--- src/rtl/cls_sub_serial_pkg.sv ---
// Shared constants, state encoding and sizing helpers for the serial
// slice-at-a-time subtractor.
package cls_sub_serial_pkg;

    localparam int SLICE_DEFAULT = 8;

    typedef enum logic [1:0] {
        IDLE = 2'd0,
        RUN  = 2'd1,
        DONE = 2'd2
    } state_t;

    function automatic int nslice(input int width, input int slice);
        return width / slice;
    endfunction

    // Keeps the slice index at least one bit wide when there is a single slice.
    function automatic int idx_width(input int n);
        return (n > 1) ? $clog2(n) : 1;
    endfunction

endpackage

--- src/rtl/cls_sub_serial_if.sv ---
// Operand/result bundle for cls_sub_serial; the sequencer side is the master.
interface cls_sub_serial_if #(parameter int WIDTH = 32) ();

    // Handshake: start is taken on any rising edge where busy=0 (idle or the
    // done cycle); done pulses for one cycle with diff and the flags valid,
    // and they hold until the next accepted start.
    logic             start;
    logic [WIDTH-1:0] a;
    logic [WIDTH-1:0] b;
    logic             borrow_in;
    logic             busy;
    logic             done;
    logic [WIDTH-1:0] diff;
    logic             borrow_out;
    logic             zero;
    logic             negative;
    logic             overflow;

    modport master (
        output start, a, b, borrow_in,
        input  busy, done, diff, borrow_out, zero, negative, overflow
    );

    modport slave (
        input  start, a, b, borrow_in,
        output busy, done, diff, borrow_out, zero, negative, overflow
    );

endinterface

--- src/rtl/cls_sub_serial_sub_slice.sv ---
// Combinational SLICE-bit subtractor with borrow chaining, the mirror of the
// adder slice unit.
module cls_sub_serial_sub_slice #(
    parameter int SLICE = 8
) (
    input  logic [SLICE-1:0] a,
    input  logic [SLICE-1:0] b,
    input  logic             borrow_in,
    output logic [SLICE-1:0] d,
    output logic             borrow_out
);

    // The extra top bit of the widened difference is set exactly when the
    // slice result went negative, which is the outgoing borrow.
    assign {borrow_out, d} = {1'b0, a} - {1'b0, b} - {{SLICE{1'b0}}, borrow_in};

endmodule

--- src/rtl/cls_sub_serial.sv ---
// Multi-cycle subtractor: diff = a - b - borrow_in, one slice per clock,
// LSB slice first, with a single shared slice unit.
module cls_sub_serial
    import cls_sub_serial_pkg::*;
#(
    parameter int WIDTH = 32,  // must be a multiple of SLICE
    parameter int SLICE = SLICE_DEFAULT
) (
    input  logic              clk,
    input  logic              rst_n,
    cls_sub_serial_if.slave   bus,
    output state_t            state_dbg
);

    localparam int NSLICE = nslice(WIDTH, SLICE);
    localparam int IDXW   = idx_width(NSLICE);
    localparam logic [IDXW-1:0] LAST_IDX = IDXW'(NSLICE - 1);

    state_t           state;
    logic [WIDTH-1:0] a_r;
    logic [WIDTH-1:0] b_r;
    logic [WIDTH-1:0] diff_r;
    logic [WIDTH-1:0] diff_next;
    logic             borrow_r;
    logic [IDXW-1:0]  idx;
    logic             busy_r;
    logic             done_r;
    logic             borrow_out_r;
    logic             zero_r;
    logic             negative_r;
    logic             overflow_r;

    logic [SLICE-1:0] a_k;
    logic [SLICE-1:0] b_k;
    logic [SLICE-1:0] d_k;
    logic             bo_k;

    assign a_k = a_r[int'(idx) * SLICE +: SLICE];
    assign b_k = b_r[int'(idx) * SLICE +: SLICE];

    cls_sub_serial_sub_slice #(.SLICE(SLICE)) u_slice (
        .a          (a_k),
        .b          (b_k),
        .borrow_in  (borrow_r),
        .d          (d_k),
        .borrow_out (bo_k)
    );

    // Full result as it will stand after this edge; the flags are taken from it
    // on the last slice so they see the complete difference.
    always_comb begin
        diff_next = diff_r;
        diff_next[int'(idx) * SLICE +: SLICE] = d_k;
    end

    always_ff @(posedge clk or negedge rst_n) begin
        if (!rst_n) begin
            state        <= IDLE;
            a_r          <= '0;
            b_r          <= '0;
            diff_r       <= '0;
            borrow_r     <= 1'b0;
            idx          <= '0;
            busy_r       <= 1'b0;
            done_r       <= 1'b0;
            borrow_out_r <= 1'b0;
            zero_r       <= 1'b0;
            negative_r   <= 1'b0;
            overflow_r   <= 1'b0;
        end else begin
            case (state)
                IDLE, DONE: begin
                    done_r <= 1'b0;
                    if (bus.start) begin
                        a_r      <= bus.a;
                        b_r      <= bus.b;
                        borrow_r <= bus.borrow_in;
                        idx      <= '0;
                        diff_r   <= '0;
                        busy_r   <= 1'b1;
                        state    <= RUN;
                    end else begin
                        state <= IDLE;
                    end
                end
                RUN: begin
                    diff_r   <= diff_next;
                    borrow_r <= bo_k;
                    idx      <= idx + 1'b1;
                    if (idx == LAST_IDX) begin
                        state        <= DONE;
                        busy_r       <= 1'b0;
                        done_r       <= 1'b1;
                        borrow_out_r <= bo_k;
                        zero_r       <= (diff_next == '0);
                        negative_r   <= diff_next[WIDTH-1];
                        overflow_r   <= (a_r[WIDTH-1] != b_r[WIDTH-1]) &&
                                        (diff_next[WIDTH-1] != a_r[WIDTH-1]);
                    end
                end
                default: state <= IDLE;
            endcase
        end
    end

    assign bus.busy       = busy_r;
    assign bus.done       = done_r;
    assign bus.diff       = diff_r;
    assign bus.borrow_out = borrow_out_r;
    assign bus.zero       = zero_r;
    assign bus.negative   = negative_r;
    assign bus.overflow   = overflow_r;
    assign state_dbg      = state;

endmodule

--- src/flat_wrapper.sv ---
// flat-port wrapper written by rule: the top's interface ports become plain ports
module cls_sub_serial_flat import cls_sub_serial_pkg::*;
#(
    parameter int WIDTH = 32,                                
    parameter int SLICE = SLICE_DEFAULT
)
  (clk, rst_n, state_dbg, bus_start, bus_a, bus_b, bus_borrow_in, bus_busy, bus_done, bus_diff, bus_borrow_out, bus_zero, bus_negative, bus_overflow);
  cls_sub_serial_if #(.WIDTH(WIDTH)) bus_i ();
  input  logic clk;
  input  logic rst_n;
  output state_t state_dbg;
  input wire logic [$bits(bus_i.start)-1:0] bus_start;
  input wire logic [$bits(bus_i.a)-1:0] bus_a;
  input wire logic [$bits(bus_i.b)-1:0] bus_b;
  input wire logic [$bits(bus_i.borrow_in)-1:0] bus_borrow_in;
  output wire logic [$bits(bus_i.busy)-1:0] bus_busy;
  output wire logic [$bits(bus_i.done)-1:0] bus_done;
  output wire logic [$bits(bus_i.diff)-1:0] bus_diff;
  output wire logic [$bits(bus_i.borrow_out)-1:0] bus_borrow_out;
  output wire logic [$bits(bus_i.zero)-1:0] bus_zero;
  output wire logic [$bits(bus_i.negative)-1:0] bus_negative;
  output wire logic [$bits(bus_i.overflow)-1:0] bus_overflow;
  assign bus_i.start = bus_start;
  assign bus_i.a = bus_a;
  assign bus_i.b = bus_b;
  assign bus_i.borrow_in = bus_borrow_in;
  assign bus_busy = bus_i.busy;
  assign bus_done = bus_i.done;
  assign bus_diff = bus_i.diff;
  assign bus_borrow_out = bus_i.borrow_out;
  assign bus_zero = bus_i.zero;
  assign bus_negative = bus_i.negative;
  assign bus_overflow = bus_i.overflow;
  cls_sub_serial #(.WIDTH(WIDTH), .SLICE(SLICE)) u_core (.clk(clk), .rst_n(rst_n), .bus(bus_i), .state_dbg(state_dbg));
endmodule
--- config.mk ---
export PLATFORM = sky130hd
export DESIGN_NAME = cls_sub_serial_flat
export DESIGN_NICKNAME = d
export VERILOG_FILES = /design/src/rtl/cls_sub_serial_pkg.sv /design/src/rtl/cls_sub_serial_if.sv /design/src/rtl/cls_sub_serial_sub_slice.sv /design/src/rtl/cls_sub_serial.sv /design/src/flat_wrapper.sv
export SDC_FILE = /design/constraint.sdc
export NUM_CORES = 1
export LEC_CHECK = 0
export BUFFER_PORTS_ARGS = -buffer_cell sky130_fd_sc_hd__buf_2
export CAP_MARGIN = 25
export CORE_ASPECT_RATIO = 0.75
export CORE_MARGIN = 1.5
export CORE_UTILIZATION = 49
export CTS_BUF_LIST = sky130_fd_sc_hd__clkbuf_8 sky130_fd_sc_hd__clkbuf_16
export CTS_CLUSTER_DIAMETER = 100
export DETAILED_ROUTE_END_ITERATION = 16
export PLACE_DENSITY_LB_ADDON = 0.25
export SLEW_MARGIN = 30
export SYNTH_ARGS = -nofsm -noshare
export SYNTH_HDL_FRONTEND = slang
export SYNTH_SLANG_ARGS = --single-unit
--- constraint.sdc ---
create_clock -name clk -period 4.4 [get_ports clk]
set_clock_uncertainty 0.1 [all_clocks]
set_input_delay 1.1 -clock clk [delete_from_list [all_inputs] [get_ports clk]]
set_output_delay 1.1 -clock clk [all_outputs]
set_load 0.01 [all_outputs]
==> results.json <==
{
  "crit_slowest_cell": "dfrtp_1",
  "startpoint_type": "flip-flop",
  "path_cells": "mux4_2, inv_1, fa_1, inv_1, fa_1, a21bo_2, nand2b_1, xor2_1, buf_4, o32a_1, a2111oi_0, a22o_1",
  "max_clock_freq_mhz": 273,
  "grt_antenna_before_repair": 0,
  "vias": 3637,
  "multi_input_area_um2": 2320,
  "crit_end": "u_core.bus.zero",
  "seqCellArea_um2": 2680,
  "ys_seq_area_share_pct": 52.0,
  "slew_viol_final": 0,
  "clockBufferDepth": 2,
  "r2r_start": "u_core.idx[1]",
  "ys_seq_elements": 107,
  "grt_use_total_pct": 22.5,
  "io_buffers": 107,
  "layout.cells.non_filler": 648,
  "cp_slowest_stage_delay_ns": 0.82,
  "synthCells": 398,
  "initial_utilization_pct": 50.2,
  "grt_max_degree": 65,
  "layout-drive-gt1-share_pct": 42.0,
  "die_y_um": 91.8,
  "cp_max_fo": 17,
  "critical-path-top-delay-family": "compound AO/OA/AOI/OAI gates",
  "core_area_um2": 10200,
  "max_slew_margin_pct": 45.7,
  "tns_ns": 0,
  "diodes": 0,
  "routedWlPerCell_um": 18.0,
  "syn_area_per_cell_um2": 12.9,
  "cts_buffers": 9,
  "crit_buf_inv": 3,
  "ctsResizeCount": 0,
  "synth-edff-count": 0,
  "gp_congestion": 0.899,
  "critical_path.startpoint": "u_core.idx[1]",
  "htreeDepth": 3,
  "tightest_slew_ns": 0.815,
  "row_count": 32,
  "ys_types": 46,
  "place_hpwl_mm": 8.69,
  "gr-total-overflow": 0,
  "hold_path_class": "reg -> reg",
  "fin_crit_ns": 3.67,
  "drc": 0,
  "r2r_end": "u_core.bus.zero",
  "clkSlewWorstSetupHoldPaths_ns": 0.06,
  "worstSetupPathType": "reg -> reg",
  "post_cts_buffers": 0,
  "worstPathRequired_ns": 4.57,
  "placed_cells": 634,
  "async_reset_ff_share_pct": 100,
  "die-area_um2": 11100,
  "drv_cap": 0,
  "fillers": 865,
  "status": "finished clean",
  "rr_worst_depth": 12,
  "first_iter_violations": 243,
  "clockRootBuffer": "clkbuf_16",
  "postRouteAntennaNets": 0,
  "synth_top_flop_cell": "dfrtp_1",
  "finalHoldViolCount": 0,
  "syn_nets": 486,
  "rsz0062_at_grt": "no",
  "clock_latency_ns": 0.34,
  "cp-end-kind": "flip-flop",
  "setup_viol": 0,
  "cts_num_sinks": 107,
  "worst-path-stages": 12,
  "worstPathArrival_ns": 3.84,
  "cts_tree": "yes",
  "syn-cell-area_um2": 5150,
  "ios": 108,
  "area_growth_pct": 20.2,
  "nNetsFinal": 597,
  "die_x_um": 121,
  "wl_mm": 11.7,
  "grt_pass1_vias": 3656,
  "hold_buffers": 0,
  "ff2ff_setup_slack_ns": 0.73,
  "fin_crit_sh_pct": 83.3,
  "grt_pass1_wl_mm": 19.1,
  "drt_pass1_iterations": 5,
  "vias_per_cell": 5.61,
  "synth_warnings": 0
}
worst reg2reg max path, delay by kind of cell, from the launching register on:
kind,cells,cell delay [ns]
flops,1,0.82
fa+ha+maj,2,0.63
buf+inv,3,0.31
compound gates,4,1.17
mux,1,0.42
simple gates,1,0.08
xor+xnor,1,0.06
how the worst min path moves through the flow:
stage                             start                  end  slack (ns)  depth (start not counted)
CTS                 u_core.bus.negative  u_core.bus.negative        0.38                          2
detailed placement  u_core.bus.negative  u_core.bus.negative        0.37                          2
global route            u_core.bus.busy      u_core.bus.busy        0.41                          1
finish              u_core.bus.negative  u_core.bus.negative        0.38                          2
floorplan                u_core.b_r[16]       u_core.b_r[16]        0.38                          1
global placement        u_core.bus.busy      u_core.bus.busy        0.35                          1
synthesized netlist by cell type, types with 2 or more instances:
cell type / count / share of area (%)
a211oi_1: 2 / 0.29
nor3_1: 6 / 0.58
dfrtp_1: 107 / 52
nand3_1: 2 / 0.19
xor2_1: 3 / 0.51
o21ai_0: 17 / 1.7
mux2i_1: 2 / 0.39
a21o_1: 2 / 0.29
buf_1: 2 / 0.15
fa_1: 2 / 0.78
a21oi_1: 15 / 1.5
nor2b_1: 7 / 0.85
a22o_1: 24 / 4.1
inv_1: 28 / 2.0
nand2b_1: 3 / 0.36
clkbuf_1: 13 / 0.95
xnor2_1: 4 / 0.68
nor4_1: 4 / 0.49
mux2_2: 64 / 14
nor4bb_1: 2 / 0.39
a31oi_1: 2 / 0.24
mux4_2: 16 / 7.0
nor2_1: 11 / 0.80
ha_1: 18 / 4.4
nand2_1: 21 / 1.5
layout by cell type, fill, tap and decap left out, types with 2 or more instances in the layout:
| cell | n |
|---|---|
| dfrtp_1 | 107 |
| buf_2 | 106 |
| mux2_2 | 64 |
| inv_1 | 30 |
| a22o_1 | 24 |
| nand2_1 | 21 |
| ha_1 | 18 |
| o21ai_0 | 17 |
| mux4_2 | 16 |
| a21oi_1 | 15 |
| nor2_1 | 11 |
| clkbuf_16 | 9 |
| buf_4 | 9 |
| nor2b_1 | 6 |
| nor3_1 | 6 |
| xnor2_1 | 4 |
| nand2b_1 | 3 |
| xor2_1 | 3 |
| nor4_1 | 3 |
| nand3_1 | 2 |
| a21o_1 | 2 |
| a211oi_1 | 2 |
| mux2i_1 | 2 |
| a31oi_1 | 2 |
| fa_1 | 2 |
| bufinv_16 | 2 |
stage by stage:
| stage | util (%) | setup WS [ns] | hold WS, ns | area [µm²] |
|---|---|---|---|---|
| 2_1_floorplan | - | 0.155 | 0.375 | 5150 |
| 3_3_place_gp | 57.3 | 0.913 | 0.355 | 5880 |
| 3_5_place_dp | 57.3 | 0.768 | 0.368 | 5880 |
| 4_1_cts | 60.3 | 0.734 | 0.383 | 6180 |
| 5_1_grt | 60.4 | 0.530 | 0.409 | 6190 |
| 6_report | 60.4 | 0.734 | 0.376 | 6190 |
sequential cells by signal, summed over array words and instances, names as in the netlist:
name,count
u_core.a_r,32
u_core.b_r,32
u_core.bus.diff,32
u_core.idx,2
u_core.state_dbg,2
u_core.borrow_r,1
u_core.bus.borrow_out,1
u_core.bus.busy,1
u_core.bus.done,1
u_core.bus.negative,1
u_core.bus.overflow,1
u_core.bus.zero,1
cells by family (layout without fill, tap and decap cells):
logic type | after synthesis | in the layout | synth area share [%]
buffers and inverters | 44 | 158 | 3.35
AOI/OAI and AO/OA | 77 | 77 | 11.0
muxes | 82 | 82 | 21.4
DFF | 107 | 107 | 52.0
adders and majority gates | 20 | 20 | 5.15
and+or+nand+nor | 61 | 61 | 5.90
xor gates and xnor gates | 7 | 7 | 1.19
cell type report:
cell class	count	area share, %
Timing Repair Buffer	116	9.99
Multi-Input combinational cell	247	37.5
Sequential cell	107	43.3
Clock inverter	5	1.17
Inverter	28	1.70
Tap cell	136	2.75
Clock buffer	9	3.64
routing by layer:
layer,vias up,wire (µm),GRT usage [%]
met1,1801,5620,33.7
li1,1675,-,-
met5,-,0,0
met2,148,5070,32.6
met3,13,835,5.91
met4,0,127,5.49
Power is not shown: default switching activity piles up to over one toggle a cycle in this logic, so the estimate is an artifact.
